## src/rtl/pipe_hazard_ctrl.sv

```systemverilog
// pipe_hazard_ctrl: pipeline sequencing controller for the 5-stage mini MIPS core.
// Drives the PC / IF/ID / ID/EX / EX/DM load enables and flushes from
// three hazard sources, highest priority first:
//   1. data-memory wait
//   2. taken-branch flush
//   3. load-use stall
// Also keeps saturating stall/flush counters and a sticky DM timeout error.
//
// Ports:
//   clk, rst                         clock, async active-high reset
//   id_rs_addr, id_rt_addr           source fields of the ID instruction
//   id_uses_rt                       ID instruction reads rt
//   id_ex_rd_out_addr, id_ex_rd_ctrl destination / is-load of the EX instruction
//   ex_branch_taken                  branch in EX resolved taken
//   ex_dm_rd_ctrl, ex_dm_wd_ctrl     DM-stage instruction reads / writes memory
//   dm_ready                         data memory completes the access this cycle
//   pc_en .. ex_dm_en, flushes       pipeline register controls (combinational)
//   wb_valid, dm_req                 writeback valid, memory request (combinational)
//   dm_err                           sticky timeout error (registered)
//   state                            0 RUN, 1 DM_WAIT, 2 HALT (registered)
//   stall_cnt, flush_cnt             saturating performance counters (registered)
module pipe_hazard_ctrl #(
    parameter int unsigned DM_TIMEOUT = 15,
    parameter int unsigned CNT_W      = 16
) (
    input  logic             clk,
    input  logic             rst,
    input  logic [4:0]       id_rs_addr,
    input  logic [4:0]       id_rt_addr,
    input  logic             id_uses_rt,
    input  logic [4:0]       id_ex_rd_out_addr,
    input  logic             id_ex_rd_ctrl,
    input  logic             ex_branch_taken,
    input  logic             ex_dm_rd_ctrl,
    input  logic             ex_dm_wd_ctrl,
    input  logic             dm_ready,
    output logic             pc_en,
    output logic             if_id_en,
    output logic             if_id_flush,
    output logic             id_ex_en,
    output logic             id_ex_flush,
    output logic             ex_dm_en,
    output logic             wb_valid,
    output logic             dm_req,
    output logic             dm_err,
    output logic [1:0]       state,
    output logic [CNT_W-1:0] stall_cnt,
    output logic [CNT_W-1:0] flush_cnt
);

    localparam int unsigned WAIT_W = $clog2(DM_TIMEOUT);

    typedef enum logic [1:0] {
        RUN     = 2'd0,
        DM_WAIT = 2'd1,
        HALT    = 2'd2
    } state_t;

    state_t            state_q;
    logic [WAIT_W-1:0] wait_q;
    logic [CNT_W-1:0]  stall_q;
    logic [CNT_W-1:0]  flush_q;
    logic              err_q;

    logic dm_op;
    logic lu_hz;
    logic active;
    logic dm_stall;
    logic br_flush;
    logic lu_stall;

    // Hazard decode; each lower-priority condition is masked by the ones above it.
    always_comb begin
        dm_op    = ex_dm_rd_ctrl | ex_dm_wd_ctrl;
        lu_hz    = id_ex_rd_ctrl && (id_ex_rd_out_addr != 5'd0) &&
                   ((id_ex_rd_out_addr == id_rs_addr) ||
                    (id_uses_rt && (id_ex_rd_out_addr == id_rt_addr)));
        active   = !rst && (state_q != HALT);
        dm_stall = active && dm_op && !dm_ready;
        br_flush = active && !dm_stall && ex_branch_taken;
        lu_stall = active && !dm_stall && !ex_branch_taken && lu_hz;
    end

    // Pipeline controls act in the same cycle the condition is seen.
    always_comb begin
        pc_en       = active && !dm_stall && !lu_stall;
        if_id_en    = active && !dm_stall && !lu_stall;
        id_ex_en    = active && !dm_stall;
        ex_dm_en    = active && !dm_stall;
        if_id_flush = br_flush;
        id_ex_flush = br_flush || lu_stall;
        wb_valid    = active && !dm_stall;
        dm_req      = active && dm_op;
    end

    // Sequencer, wait timer, sticky error and saturating counters.
    always_ff @(posedge clk or posedge rst) begin
        if (rst) begin
            state_q <= RUN;
            wait_q  <= '0;
            stall_q <= '0;
            flush_q <= '0;
            err_q   <= 1'b0;
        end else begin
            case (state_q)
                RUN: begin
                    wait_q <= '0;
                    if (dm_stall) begin
                        state_q <= DM_WAIT;
                    end
                end
                DM_WAIT: begin
                    if (!dm_stall) begin
                        state_q <= RUN;
                        wait_q  <= '0;
                    end else if (wait_q == WAIT_W'(DM_TIMEOUT - 1)) begin
                        state_q <= HALT;
                        err_q   <= 1'b1;
                    end else begin
                        wait_q <= wait_q + WAIT_W'(1);
                    end
                end
                HALT: begin
                    state_q <= HALT;
                end
                default: begin
                    state_q <= RUN;
                end
            endcase

            if ((dm_stall || lu_stall) && (stall_q != '1)) begin
                stall_q <= stall_q + CNT_W'(1);
            end
            if (br_flush && (flush_q != '1)) begin
                flush_q <= flush_q + CNT_W'(1);
            end
        end
    end

    assign state     = state_q;
    assign dm_err    = err_q;
    assign stall_cnt = stall_q;
    assign flush_cnt = flush_q;

endmodule

```

## config.mk

```make
export PLATFORM = sky130hd
export DESIGN_NAME = pipe_hazard_ctrl
export DESIGN_NICKNAME = d
export VERILOG_FILES = /design/src/rtl/pipe_hazard_ctrl.sv
export SDC_FILE = /design/constraint.sdc
export NUM_CORES = 1
export LEC_CHECK = 0
export BUFFER_PORTS_ARGS = -buffer_cell sky130_fd_sc_hd__buf_4
export CAP_MARGIN = 0
export CORE_MARGIN = 2
export CORE_UTILIZATION = 55
export CTS_CLUSTER_SIZE = 12
export DETAILED_ROUTE_END_ITERATION = 6
export PLACE_DENSITY = 0.86
export SLEW_MARGIN = 20
export SYNTH_ARGS = -nofsm -noshare
export SYNTH_HDL_FRONTEND = slang
export SYNTH_SLANG_ARGS = --single-unit
```

## constraint.sdc

```tcl
create_clock -name clk -period 10.69 [get_ports clk]
set_input_delay 3.207 -clock clk [delete_from_list [all_inputs] [get_ports clk]]
set_output_delay 3.207 -clock clk [all_outputs]
set_load 0.02 [all_outputs]
```

# Yosys cells after proc, flatten, opt, wreduce, memory -nomap -nowiden
# Index checks and enable logic that the tools add are counted.
[totals]
register_bits = 39
latchBits = 0
ramBits = 0
mem_bits_ro = 0
input_bits = 23
output_inout_bits = 43
word_cells = 54
mem_count = 0
[classes]
add_sub_neg = 3
mul = 0
div_mod_pow = 0
n_lt_le_gt_ge = 0
eq_ne = 11
shifts = 0
muxes = 7
bitwise_logic = 1
n_reduce_logical = 27
[op_table]
columns = ["op", "count"]
rows = [
  ["16-bit by 1-bit adder with 16-bit output, second input constant", 2],
  ["16-bit != test, second input constant", 2],
  ["1-bit logical AND", 13],
  ["5-bit equality test", 2],
  ["4-bit 2-to-1 mux", 2],
  ["4-bit case mux with 2 select lines", 1],
  ["2-bit 2-to-1 mux", 3],
  ["3-bit != test, second input constant", 2],
  ["2-bit case mux with 3 select lines", 1],
  ["1-bit logical NOT", 5],
  ["5-bit nonzero test", 1],
  ["4-bit by 1-bit adder with 4-bit output, second input constant", 1],
  ["4-bit equality test, second input constant", 1],
  ["2-bit != test, second input constant", 2],
  ["2-bit AND reduction", 2],
  ["1-bit logical OR", 3],
  ["3-bit AND reduction", 1],
  ["2-bit by 1-bit equality test with 1-bit output, second input constant", 1],
  ["2-bit equality test, second input constant", 1],
  ["2-bit logical NOT", 1],
  ["2-bit nonzero test", 1],
  ["1-bit OR", 1],
]

# Depth between registers and ports, before layout
# Gate-level depths: netlist (run 1).
[logic_depth]
word_depth = 10
ltp_mapped = 7
mapped_depth_nobuf = 7

# Worst setup path after synthesis (run 1)
# No wires, ideal clock.
[synth_timing]
kind = "input port to output port"
startpoint = "in id_ex_rd_out_addr[1]"
endpoint = "out pc_en"
arrival_time_ps = 4817
t_required_ps = 7483
slack_ps = 2666
stages = 7
n_path_buf = 2
path_cell_list = "or4_1 > nor2_1 > and4bb_4 > a21oi_4 > buf_6 > and2_1 > buf_4"
[synth_via]
elab_chain_len = 7
[synth_rtl]
columns = ["item", "line", "source"]
rows = [
  ["start: declaration", "31", "input logic [4:0] id_ex_rd_out_addr,"],
  ["5-bit equality test", "77", "(id_uses_rt && (id_ex_rd_out_addr == id_rt_addr)));"],
  ["1-bit logical AND", "77", ""],
  ["1-bit logical OR", "76", "((id_ex_rd_out_addr == id_rs_addr) ||"],
  ["1-bit logical AND (*)", "75", "lu_hz = id_ex_rd_ctrl && (id_ex_rd_out_addr != 5'd0) &&"],
  ["1-bit logical AND (*)", "81", "lu_stall = active && !dm_stall && !ex_branch_taken && lu_hz;"],
  ["1-bit logical NOT (*)", "n/a", ""],
  ["1-bit logical AND (*)", "n/a", ""],
  ["end: declaration", "37", "output logic pc_en,"],
]
# Mark *: on every way between the ends. The rest lies on a longest branch, timed or not.

# Worst setup path in the final report (run 1)
[layout_timing]
startpoint = "in id_ex_rd_out_addr[1]"
endpoint = "out pc_en"
[layout_via]
elab_chain_len = 7
[layout_rtl]
columns = ["item", "line", "source"]
rows = [
  ["5-bit equality test", "77", ""],
  ["1-bit logical AND", "77", ""],
  ["1-bit logical OR", "76", ""],
  ["1-bit logical AND (*)", "75", ""],
  ["1-bit logical AND (*)", "81", ""],
  ["1-bit logical NOT (*)", "86", "pc_en = active && !dm_stall && !lu_stall;"],
  ["1-bit logical AND (*)", "86", ""],
]
# Marks and branches as above.

==> results of run 1 <==
[Yosys cell counts]
cell      instances
a21o_1            2
a21oi_1           2
a21oi_4           1
a31oi_1           2
and2_0            1
and2_1            1
and3_1            2
and4_1            2
and4_4            2
and4bb_4          1
buf_2             1
buf_4             3
buf_6             1
dfrtp_1          39
ha_1              4
inv_1             6
mux2_2            2
nand2_1          18
nand3_1          13
nand4_1          10
nand4b_1          1
nor2_1            5
nor2_2            1
nor2b_1           2
nor2b_4           1
nor3_1           10
nor3_2            1
nor3_4            1
nor3b_1           1
nor4_1            6
nor4_2            1
nor4b_1           2
nor4b_4           1
o21ai_0           3
o21ba_2           1
o21bai_1          1
o22a_1            1
o22ai_1           1
o41a_1            1
or2_1             1
or2_2             3
or4_1             1
xnor2_1          23
xor2_1           16
[logic make-up (layout without fill, tap and decap cells)]
logic type | Yosys count | count (layout) | synth area share
xor gates and xnor gates | 39 | 39 | 0.162
muxes | 2 | 2 | 0.0107
and+or+nand+nor | 88 | 88 | 0.258
AOI/OAI and AO/OA | 15 | 15 | 0.0534
adders and majority gates | 4 | 4 | 0.0237
buffers and inverters | 11 | 80 | 0.0291
DFF | 39 | 39 | 0.463
[path summary, 6_finish.rpt]
kind	slack, ns	from	end
setup / recovery	2.58	id_ex_rd_out_addr[1]	pc_en
hold / removal	0.48	dm_err	dm_err
setup reg to reg	8.62	state[1]	flush_cnt[7]
hold reg to reg	0.48	dm_err	dm_err
max in group asynchronous	7.29	rst	stall_cnt[1]
min in group asynchronous	3.07	rst	wait_q[2]
[sequential cells by signal, summed over array words and instances (netlist names)]
name       flops
dm_err         1
flush_cnt     16
stall_cnt     16
state          2
wait_q         4
[metrics by stage]
stage / util / total power, uW / instances / cell area, sq um
2_1_floorplan: - / 277 / 198 / 2110
3_3_place_gp: 0.717 / 332 / 307 / 2630
3_5_place_dp: 0.717 / 335 / 307 / 2630
4_1_cts: 0.740 / 432 / 315 / 2710
6_report: 0.740 / 427 / 315 / 2710
5_1_grt: 0.740 / 453 / 315 / 2710
[final cells by class]
type                            instances  area share
Multi-Input combinational cell        148       0.395
Sequential cell                        39       0.360
Timing Repair Buffer                   66       0.183
Clock buffer                            6      0.0268
Tap cell                               48      0.0222
Inverter                                6     0.00831
Clock inverter                          2     0.00462
[routing by layer]
metal	wire [um]	vias to the layer above	global-route usage	share of wire
met5	0	-	0	0
met4	68	0	0.0859	0.016
met3	188	5	0.0528	0.045
met2	2070	34	0.354	0.49
met1	1860	792	0.286	0.44
li1	-	834	-	-
[report_power, final]
part | total (uW) | internal (uW) | switching [uW]
Combinational | 131 | 60.9 | 69.7
Clock | 96.3 | 45.5 | 50.8
Sequential | 201 | 169 | 31.2
Total | 427 | 276 | 152
==> impl_metrics.csv, run 1 <==
group,metric,value,unit
cts,tritoncts,"built",
placement,hpwl,3.23,mm
setup_path,start_kind,"input pin",
sta,skew,0.00484,ns
cts,hold_buffers,0,
cts,cts_buffers,5,
pwr,power.density,158,nW/um^2
cts,cts_max_level,2,
hold_path,whs_path_depth,1,
drt,drtIter0Drc,127,
outcome,status,"finished, final reports clean",
cts,cts_sinks,39,
synthesis,yosysSeqAreaShare,0.463,
cts,clk_pin_slew_worst_paths,0.08,ns
drt,post-route-drc-count,0,
cts,cts-root-buf,"clkbuf_8",
cells_and_area,mostFrequentLayoutCell,"buf_4",
synthesis,yosysUniqueCellTypes,44,
sta,rsz0062_at_grt,"no",
pwr,peakVddDrop,135,uV
setup_path,cp_slowest_stage_delay,0.51,ns
setup_path,critPathBufInv,2,
setup_path,cp.arrival,4.91,ns
cells_and_area,nFillCells,291,
sta,slew_headroom,0.463,
floorplanning,dieHeight,65.9,um
setup_path,cpMaxStageDelayCell,"or4_1",
cts,clk_path_buf_depth,2,
flow_run,drv_cap,0,
drt,viasPerCell,5.29,
grt,grt_util_all_layers,0.220,
cts,clk_latency,0.30,ns
grt,gr-total-overflow,0,
sta,finalHoldViolCount,0,
setup_path,crit_chain,"buf_4 -> or4_1 -> nor2_1 -> and4bb_4 -> a21oi_4 -> and2_1 -> buf_4",
sta,drv_slew,0,
cells_and_area,drive_gt1_frac,0.333,
sta,setup-tns-final,0,ns
cells_and_area,regArea,976,sq um
setup_path,cp-end-kind,"output pin",
sta,setup_ws,2.58,ns
cells_and_area,layout_common_cells,"buf_4 (66), dfrtp_1 (39), xnor2_1 (23), nand2_1 (18), xor2_1 (16)",
sta,whs,0.484,ns
pwr,cellLeakagePower,0.00131,uW
sta,finalCriticalPeriod,8.11,ns
grt,grt_pass1_wl,7.21,mm
cells_and_area,nNetsFinal,293,
hold_path,hold_class,"reg2reg",
setup_path,crit_family,"simple AND/OR/NAND/NOR gates",
synthesis,syn_area,2110,sq um
synthesis,synth_warnings,0,
setup_path,required,7.48,ns
placement,port_buffers,65,
floorplanning,die_area,4340,sq um
drt,drt.antenna.violating_nets,0,
floorplanning,start_util,0.576,
synthesis,yosysTopAreaCell,"dfrtp_1",
synthesis,avgSynthCellArea,10.6,sq um
drt,drt_pass1_iterations,4,
cells_and_area,syn2layout_area_growth,28.5,%
grt,antenna_found_initial,0,
synthesis,synth.top_cell.area_share,0.463,
grt,first_global_vias,1555,
setup_path,worstRegToRegCells,6,
drt,routed-via-count,1665,
synthesis,synth_seq_cells,39,
placement,dpl_worst_slack,2.57,ns
sta,fmax,123,MHz
synthesis,syn_nets,225,
drt,routed_wl,4.18,mm
floorplanning,ioPinCount,66,
placement,place.gp.congestion,0.866,
cts,ctsResizeCount,0,
setup_path,cp_common_cell,"buf_4",
grt,grt_max_degree,40,
sta,period_share,0.759,
synthesis,synthCells,198,
setup_path,cp_num_cells,7,
synthesis,synth_area_leaders,"dfrtp_1 (46%), xnor2_1 (9.6%), xor2_1 (6.6%)",
cells_and_area,diodes,0,
drt,wl_per_cell,13.3,um
floorplanning,design.core.area,3660,sq um
sta,tightest_slew,0.798,ns
cts,postCtsSetupBuffers,0,
sta,finalSetupViolCount,0,
floorplanning,die_w,65.9,um
setup_path,critical_path_class,"in2out",
setup_path,crit_path_max_fanout,15,
cells_and_area,multi_input_area,1070,sq um
floorplanning,rows,22,
(Power assumes the default switching activity.)
==> run 2, diff against run 1 <==
CORE_UTILIZATION = 46   (was 55)
PLACE_DENSITY = 0.77   (was 0.86)
clock period = 7.4 ns   (was 10.69 ns; I/O delays follow)
==> run 2 against run 1 <==
  * Die area increased by 18%
  * Sequential share of layout area decreased by 0.066 points
  * Clock power is 45% higher
  * Combinational power up 44%
  * Final cell count is 1.3% higher
  * Total power increased by 45%
  * Critical path depth is the same
  * Register-to-register slack worse by 3.3 ns
  * Worst hold slack better by 0.0071 ns
  * Routed wire length grew 6.4%
  * Highest routed layer unchanged
==> impl_metrics.csv, run 2 (same netlist as run 1, synthesis figures left out) <==
group,metric,value,unit
drt,drtIter0Drc,37,
drt,wl_per_cell,14.0,um
cells_and_area,syn2layout_area_growth,28.8,%
grt,grt_pass1_wl,7.44,mm
cts,cts_sinks,39,
grt,grt_max_degree,40,
setup_path,cp.arrival,3.94,ns
drt,wl_met1,1.99,mm
grt,grt_util_all_layers,0.184,
setup_path,cp-end-kind,"output pin",
setup_path,r2r_end,"flush_cnt[7]",
drt,routed-via-count,1667,
floorplanning,die_w,71.7,um
grt,first_global_vias,1629,
sta,rsz0062_at_grt,"no",
setup_path,rrSetupSlack,5.29,ns
cts,tritoncts,"built",
drt,drt_pass1_iterations,4,
drt,post-route-drc-count,0,
cells_and_area,post-route-util,0.619,
cts,cts-root-buf,"clkbuf_8",
cts,cts_buffers,5,
pwr,p_comb_frac,0.303,
drt,viasPerCell,5.23,
floorplanning,rows,24,
sta,finalSetupViolCount,0,
cells_and_area,diodes,0,
sta,fmax,162,MHz
cts,ctsResizeCount,0,
floorplanning,start_util,0.481,
setup_path,timing.rr.start,"state[1]",
cells_and_area,drive_gt1_frac,0.333,
drt,routed_wl,4.45,mm
drt,topRoutingLayerUsed,"met4",
setup_path,required,5.18,ns
sta,finalHoldViolCount,0,
cts,clk_pin_slew_worst_paths,0.07,ns
pwr,p_int,398,uW
setup_path,critical_path_class,"in2out",
sta,period_share,0.833,
placement,hpwl,3.34,mm
floorplanning,dieHeight,71.7,um
sta,tightest_slew,0.796,ns
setup_path,start_kind,"input pin",
hold_path,hold_class,"reg2reg",
drt,met3WireLength,165,um
pwr,sw_frac_of_total,0.359,
pwr,peakVddDrop,126,uV
drt,drt.antenna.violating_nets,0,
cts,clk_latency,0.29,ns
floorplanning,design.core.area,4380,sq um
placement,port_buffers,65,
floorplanning,ioPinCount,66,
setup_path,worstSetupStartpoint,"id_ex_rd_out_addr[1]",
cells_and_area,layout_common_cells,"buf_4 (66), dfrtp_1 (39), xnor2_1 (23), nand2_1 (18), xor2_1 (16)",
drt,wl_met2,2.24,mm
sta,drv_slew,0,
cells_and_area,nNetsFinal,293,
pwr,cellLeakagePower,0.00131,uW
sta,setup-tns-final,0,ns
sta,finalCriticalPeriod,6.16,ns
pwr,power.switching,223,uW
pwr,p_clk_frac,0.226,
setup_path,cp-endpoint,"if_id_en",
placement,place.gp.congestion,0.827,
cts,clk_path_buf_depth,2,
grt,antenna_found_initial,0,
pwr,p_seq_frac,0.472,
cts,cts_max_level,2,
cells_and_area,mostFrequentLayoutCell,"buf_4",
pwr,power.density,229,nW/um^2
floorplanning,die_area,5140,sq um
cts,hold_buffers,0,
setup_path,crit_path_max_fanout,15,
outcome,status,"finished, final reports clean",
flow_run,drv_cap,0,
pwr,p_total,621,uW
cells_and_area,nFillCells,364,
cts,postCtsSetupBuffers,0,
grt,gr-total-overflow,0,
sta,skew,0.00881,ns
setup_path,worstRegToRegCells,6,
sta,slew_headroom,0.465,
-- run 2: cell counts in the layout (fill, tap and decap cells not counted) --
Identical to the previous run, type by type.
-- run 2: cell type report --
| type | count | area [sq um] | share of cell area |
|---|---|---|---|
| clock buffer | 6 | 72.6 | 0.0267 |
| timing repair buffer | 66 | 495 | 0.182 |
| multi-input combinational | 148 | 1070 | 0.394 |
| inverter | 6 | 22.5 | 0.00829 |
| tap | 52 | 65.1 | 0.0240 |
| clock inverter | 2 | 12.5 | 0.00461 |
| sequential | 39 | 976 | 0.359 |
-- run 2: worst min-delay path by stage --
stage | slack, ns | end | from | cells past startpoint
2_1_floorplan | 0.48 | wait_q[3] | wait_q[3] | 1
4_1_cts | 0.50 | flush_cnt[3] | flush_cnt[3] | 1
5_1_grt | 0.52 | flush_cnt[7] | flush_cnt[7] | 1
6_report | 0.49 | flush_cnt[14] | flush_cnt[14] | 1
3_5_place_dp | 0.48 | dm_err | dm_err | 1
3_3_place_gp | 0.46 | dm_err | dm_err | 1
-- run 2: power by group through the flow --
stage / clock (uW) / sequential, uW / combinational (uW)
2_1_floorplan: 0 / 325 / 74.1
3_3_place_gp: 0 / 296 / 186
3_5_place_dp: 0 / 296 / 191
4_1_cts: 147 / 292 / 190
5_1_grt: 155 / 299 / 205
6_report: 140 / 293 / 188
-- run 2: critical path, stage by stage --
cell and delay, ns:
buf_4 0.12, or4_1 0.53, nor2_1 0.10, and4bb_4 0.25
a21oi_4 0.34, and2_1 0.22, buf_4 0.15
-- run 2: routing by layer --
| metal | global-route usage | vias up |
|---|---|---|
| li1 | - | 831 |
| met1 | 0.245 | 798 |
| met2 | 0.291 | 33 |
| met3 | 0.0506 | 5 |
| met4 | 0.0650 | 0 |
| met5 | 0 | - |
-- run 2: per-stage QoR --
| stage | hold WS [ns] | worst slack (ns) | cell area (sq um) | cells |
|---|---|---|---|---|
| floorplan | 0.482 | 1.35 | 2110 | 198 |
| global placement | 0.459 | 1.29 | 2630 | 311 |
| detailed placement | 0.478 | 1.25 | 2630 | 311 |
| CTS | 0.499 | 1.24 | 2720 | 319 |
| global route | 0.523 | 1.18 | 2720 | 319 |
| finish | 0.491 | 1.24 | 2720 | 319 |
==> run 3, diff against run 2 <==
ABC_AREA = 1   (was not set)
CORE_UTILIZATION = 48   (was 46)
clock period = 5.16 ns   (was 7.4 ns; I/O delays follow)
==> run 3 against run 2 <==
  * Synthesized area rose by 23%
  * Sequential cell count did not move
  * Core utilization about the same
  * Critical path depth is 1 higher
  * First-iteration DRC count grew to 3.1 times the previous value
==> impl_metrics.csv, run 3 <==
group,metric,value,unit
outcome,status,"finished, final reports clean",
pwr,sw_frac_of_total,0.221,
cells_and_area,layout_common_cells,"nand2_1 (114), buf_4 (66), inv_1 (42), dfrtp_1 (39), nand3_1 (37)",
sta,setup-tns-final,0,ns
pwr,cellLeakagePower,0.00172,uW
floorplanning,die_area,5990,sq um
cells_and_area,syn2layout_area_growth,23.2,%
synthesis,syn_area,2590,sq um
sta,slew_headroom,0.655,
cts,clk_pin_slew_worst_paths,0.07,ns
floorplanning,dieHeight,77.4,um
cells_and_area,diodes,0,
sta,finalSetupViolCount,0,
synthesis,synthMuxAreaShare,0,
cts,ctsResizeCount,0,
drt,routed_wl,5.49,mm
pwr,power.density,179,nW/um^2
synthesis,async_flop_share,1.00,
cts,cts_buffers,5,
cts,clk_path_buf_depth,2,
cells_and_area,nFillCells,502,
drt,post-route-drc-count,0,
cts,postCtsSetupBuffers,0,
synthesis,yosysSeqAreaShare,0.377,
drt,viasPerCell,4.85,
cells_and_area,nNetsFinal,442,
pwr,power.switching,126,uW
drt,wl_per_cell,11.3,um
grt,grt_util_all_layers,0.197,
synthesis,synth.top_cell.area_share,0.377,
setup_path,required,3.61,ns
setup_path,cp-end-kind,"output pin",
sta,skew,0.00467,ns
sta,fmax,235,MHz
synthesis,yosys-top-cells-count,"nand2_1 (114), inv_1 (42), dfrtp_1 (39)",
grt,first_global_vias,2209,
pwr,p_comb_frac,0.062,
synthesis,synth_warnings,0,
floorplanning,rows,26,
synthesis,synth_xor_area_frac,0.0939,
placement,port_buffers,65,
placement,hpwl,4.12,mm
setup_path,start_kind,"input pin",
hold_path,hold_class,"reg2reg",
drt,drtIter0Drc,114,
sta,period_share,0.825,
cells_and_area,fin_area,3190,sq um
synthesis,synthCells,351,
placement,placed_cell_area,3090,sq um
cts,cts-root-buf,"clkbuf_8",
synthesis,syn_nets,378,
flow_run,drv_cap,0,
sta,rsz0062_at_grt,"no",
placement,dpl_worst_slack,0.892,ns
setup_path,cp.arrival,2.71,ns
cts,cts_max_level,2,
sta,finalHoldViolCount,0,
synthesis,synth_top_family_by_area,"simple AND/OR/NAND/NOR gates",
pwr,p_clk_frac,0.402,
synthesis,avgSynthCellArea,7.37,sq um
synthesis,synth-edff-count,0,
cells_and_area,drive_gt1_frac,0.231,
synthesis,yosysMostFrequentCell,"nand2_1",
grt,grt_pass1_wl,9.71,mm
sta,finalCriticalPeriod,4.26,ns
grt,antenna_found_initial,0,
drt,drt.antenna.violating_nets,0,
synthesis,synth_fa_ha_area_frac,0.0194,
setup_path,crit_path_max_fanout,21,
synthesis,ys.flop_type,"dfrtp_1",
cts,clk_latency,0.29,ns
synthesis,synth_area_leaders,"dfrtp_1 (38%), nand2_1 (17%), nand3_1 (7.2%)",
grt,grt_max_degree,40,
grt,gr-total-overflow,0,
sta,drv_slew,0,
floorplanning,design.core.area,5140,sq um
floorplanning,ioPinCount,66,
synthesis,synth-simple-area-share,0.375,
synthesis,yosysTopAreaCell,"dfrtp_1",
cts,tritoncts,"built",
cts,hold_buffers,0,
synthesis,synth-compound-area-share,0.0377,
sta,tightest_slew,0.517,ns
drt,routed-via-count,2357,
cells_and_area,mostFrequentLayoutCell,"nand2_1",
pwr,p_seq_frac,0.536,
floorplanning,start_util,0.503,
placement,place.gp.congestion,0.872,
setup_path,critical_path_class,"in2out",
synthesis,yosysUniqueCellTypes,28,
pwr,p_int,444,uW
sta,setup_ws,0.904,ns
drt,drt_pass1_iterations,4,
cts,cts_sinks,39,
synthesis,synth_seq_cells,39,
cells_and_area,post-route-util,0.620,
floorplanning,die_w,77.4,um
pwr,peakVddDrop,148,uV
==> run 3: cell types whose count changed in the layout (fill, tap and decap cells not counted), moves of 3 or more <==
cell | before | now
o21ai_0 | 3 | 7
nand2_1 | 18 | 114
nand4_1 | 10 | 5
nor4_1 | 6 | 0
or2_2 | 3 | 0
nand3_1 | 13 | 37
nor2_2 | 1 | 5
o21ai_1 | 0 | 7
xnor2_1 | 23 | 6
nand2_2 | 0 | 4
inv_1 | 6 | 42
nor3_1 | 10 | 6
nor2_4 | 0 | 4
nor2_1 | 5 | 30
==> run 3: stage by stage <==
step | instances | power [uW] | hold slack [ns]
global placement | 478 | 346 | 0.448
floorplan | 351 | 328 | 0.493
detailed placement | 478 | 347 | 0.458
global route | 486 | 594 | 0.510
finish | 486 | 569 | 0.478
CTS | 486 | 578 | 0.476
==> run 3: power groups by stage <==
| stage | registers, uW | clock network (uW) | logic, uW |
|---|---|---|---|
| global route | 305 | 248 | 40.5 |
| global placement | 311 | 0 | 35.0 |
| CTS | 305 | 237 | 35.9 |
| floorplan | 311 | 0 | 16.3 |
| detailed placement | 311 | 0 | 35.8 |
| finish | 305 | 229 | 35.2 |
==> run 3: layout make-up <==
class / instances / area (sq um) / share of cell area
Clock buffer: 8 / 100 / 0.0314
Inverter: 44 / 165 / 0.0518
Multi-Input combinational cell: 259 / 1360 / 0.427
Sequential cell: 39 / 976 / 0.306
Tap cell: 70 / 87.6 / 0.0275
Timing Repair Buffer: 66 / 495 / 0.156
==> run 3: kinds of logic after synthesis <==
family	count (synthesis)
AND/OR/NAND/NOR	213
buffers and inverters	53
flip-flops	39
XOR/XNOR	26
AO/OA/AOI/OAI	16
adder cells (fa/ha/maj)	4
==> run 3: worst max-delay path, stage by stage <==
cell and delay [ns]:
buf_4 0.11, nor2_1 0.24, o21bai_4 0.11, nor2_1 0.12
nand2_1 0.10, nand2_4 0.21, nor2_1 0.09, buf_4 0.16
==> run 3: final timing paths <==
check                                   start            end  slack (ns)  cells after the start
worst max-delay path            ex_dm_wd_ctrl          pc_en        0.90                      8
worst min-delay path                   dm_err         dm_err        0.48                      2
worst max register to register   stall_cnt[0]  stall_cnt[10]        3.37                      7
worst min register to register         dm_err         dm_err        0.48                      2
max in group asynchronous                 rst      wait_q[3]        3.35                      3
min in group asynchronous                 rst      wait_q[1]        1.44                      3
==> run 3: layer usage <==
| layer | up-vias | share of wire | track usage |
|---|---|---|---|
| met4 | 0 | 0.017 | 0.0696 |
| met2 | 60 | 0.46 | 0.324 |
| met3 | 8 | 0.048 | 0.0372 |
| li1 | 1216 | - | - |
| met1 | 1073 | 0.47 | 0.261 |
| met5 | - | 0 | 0 |
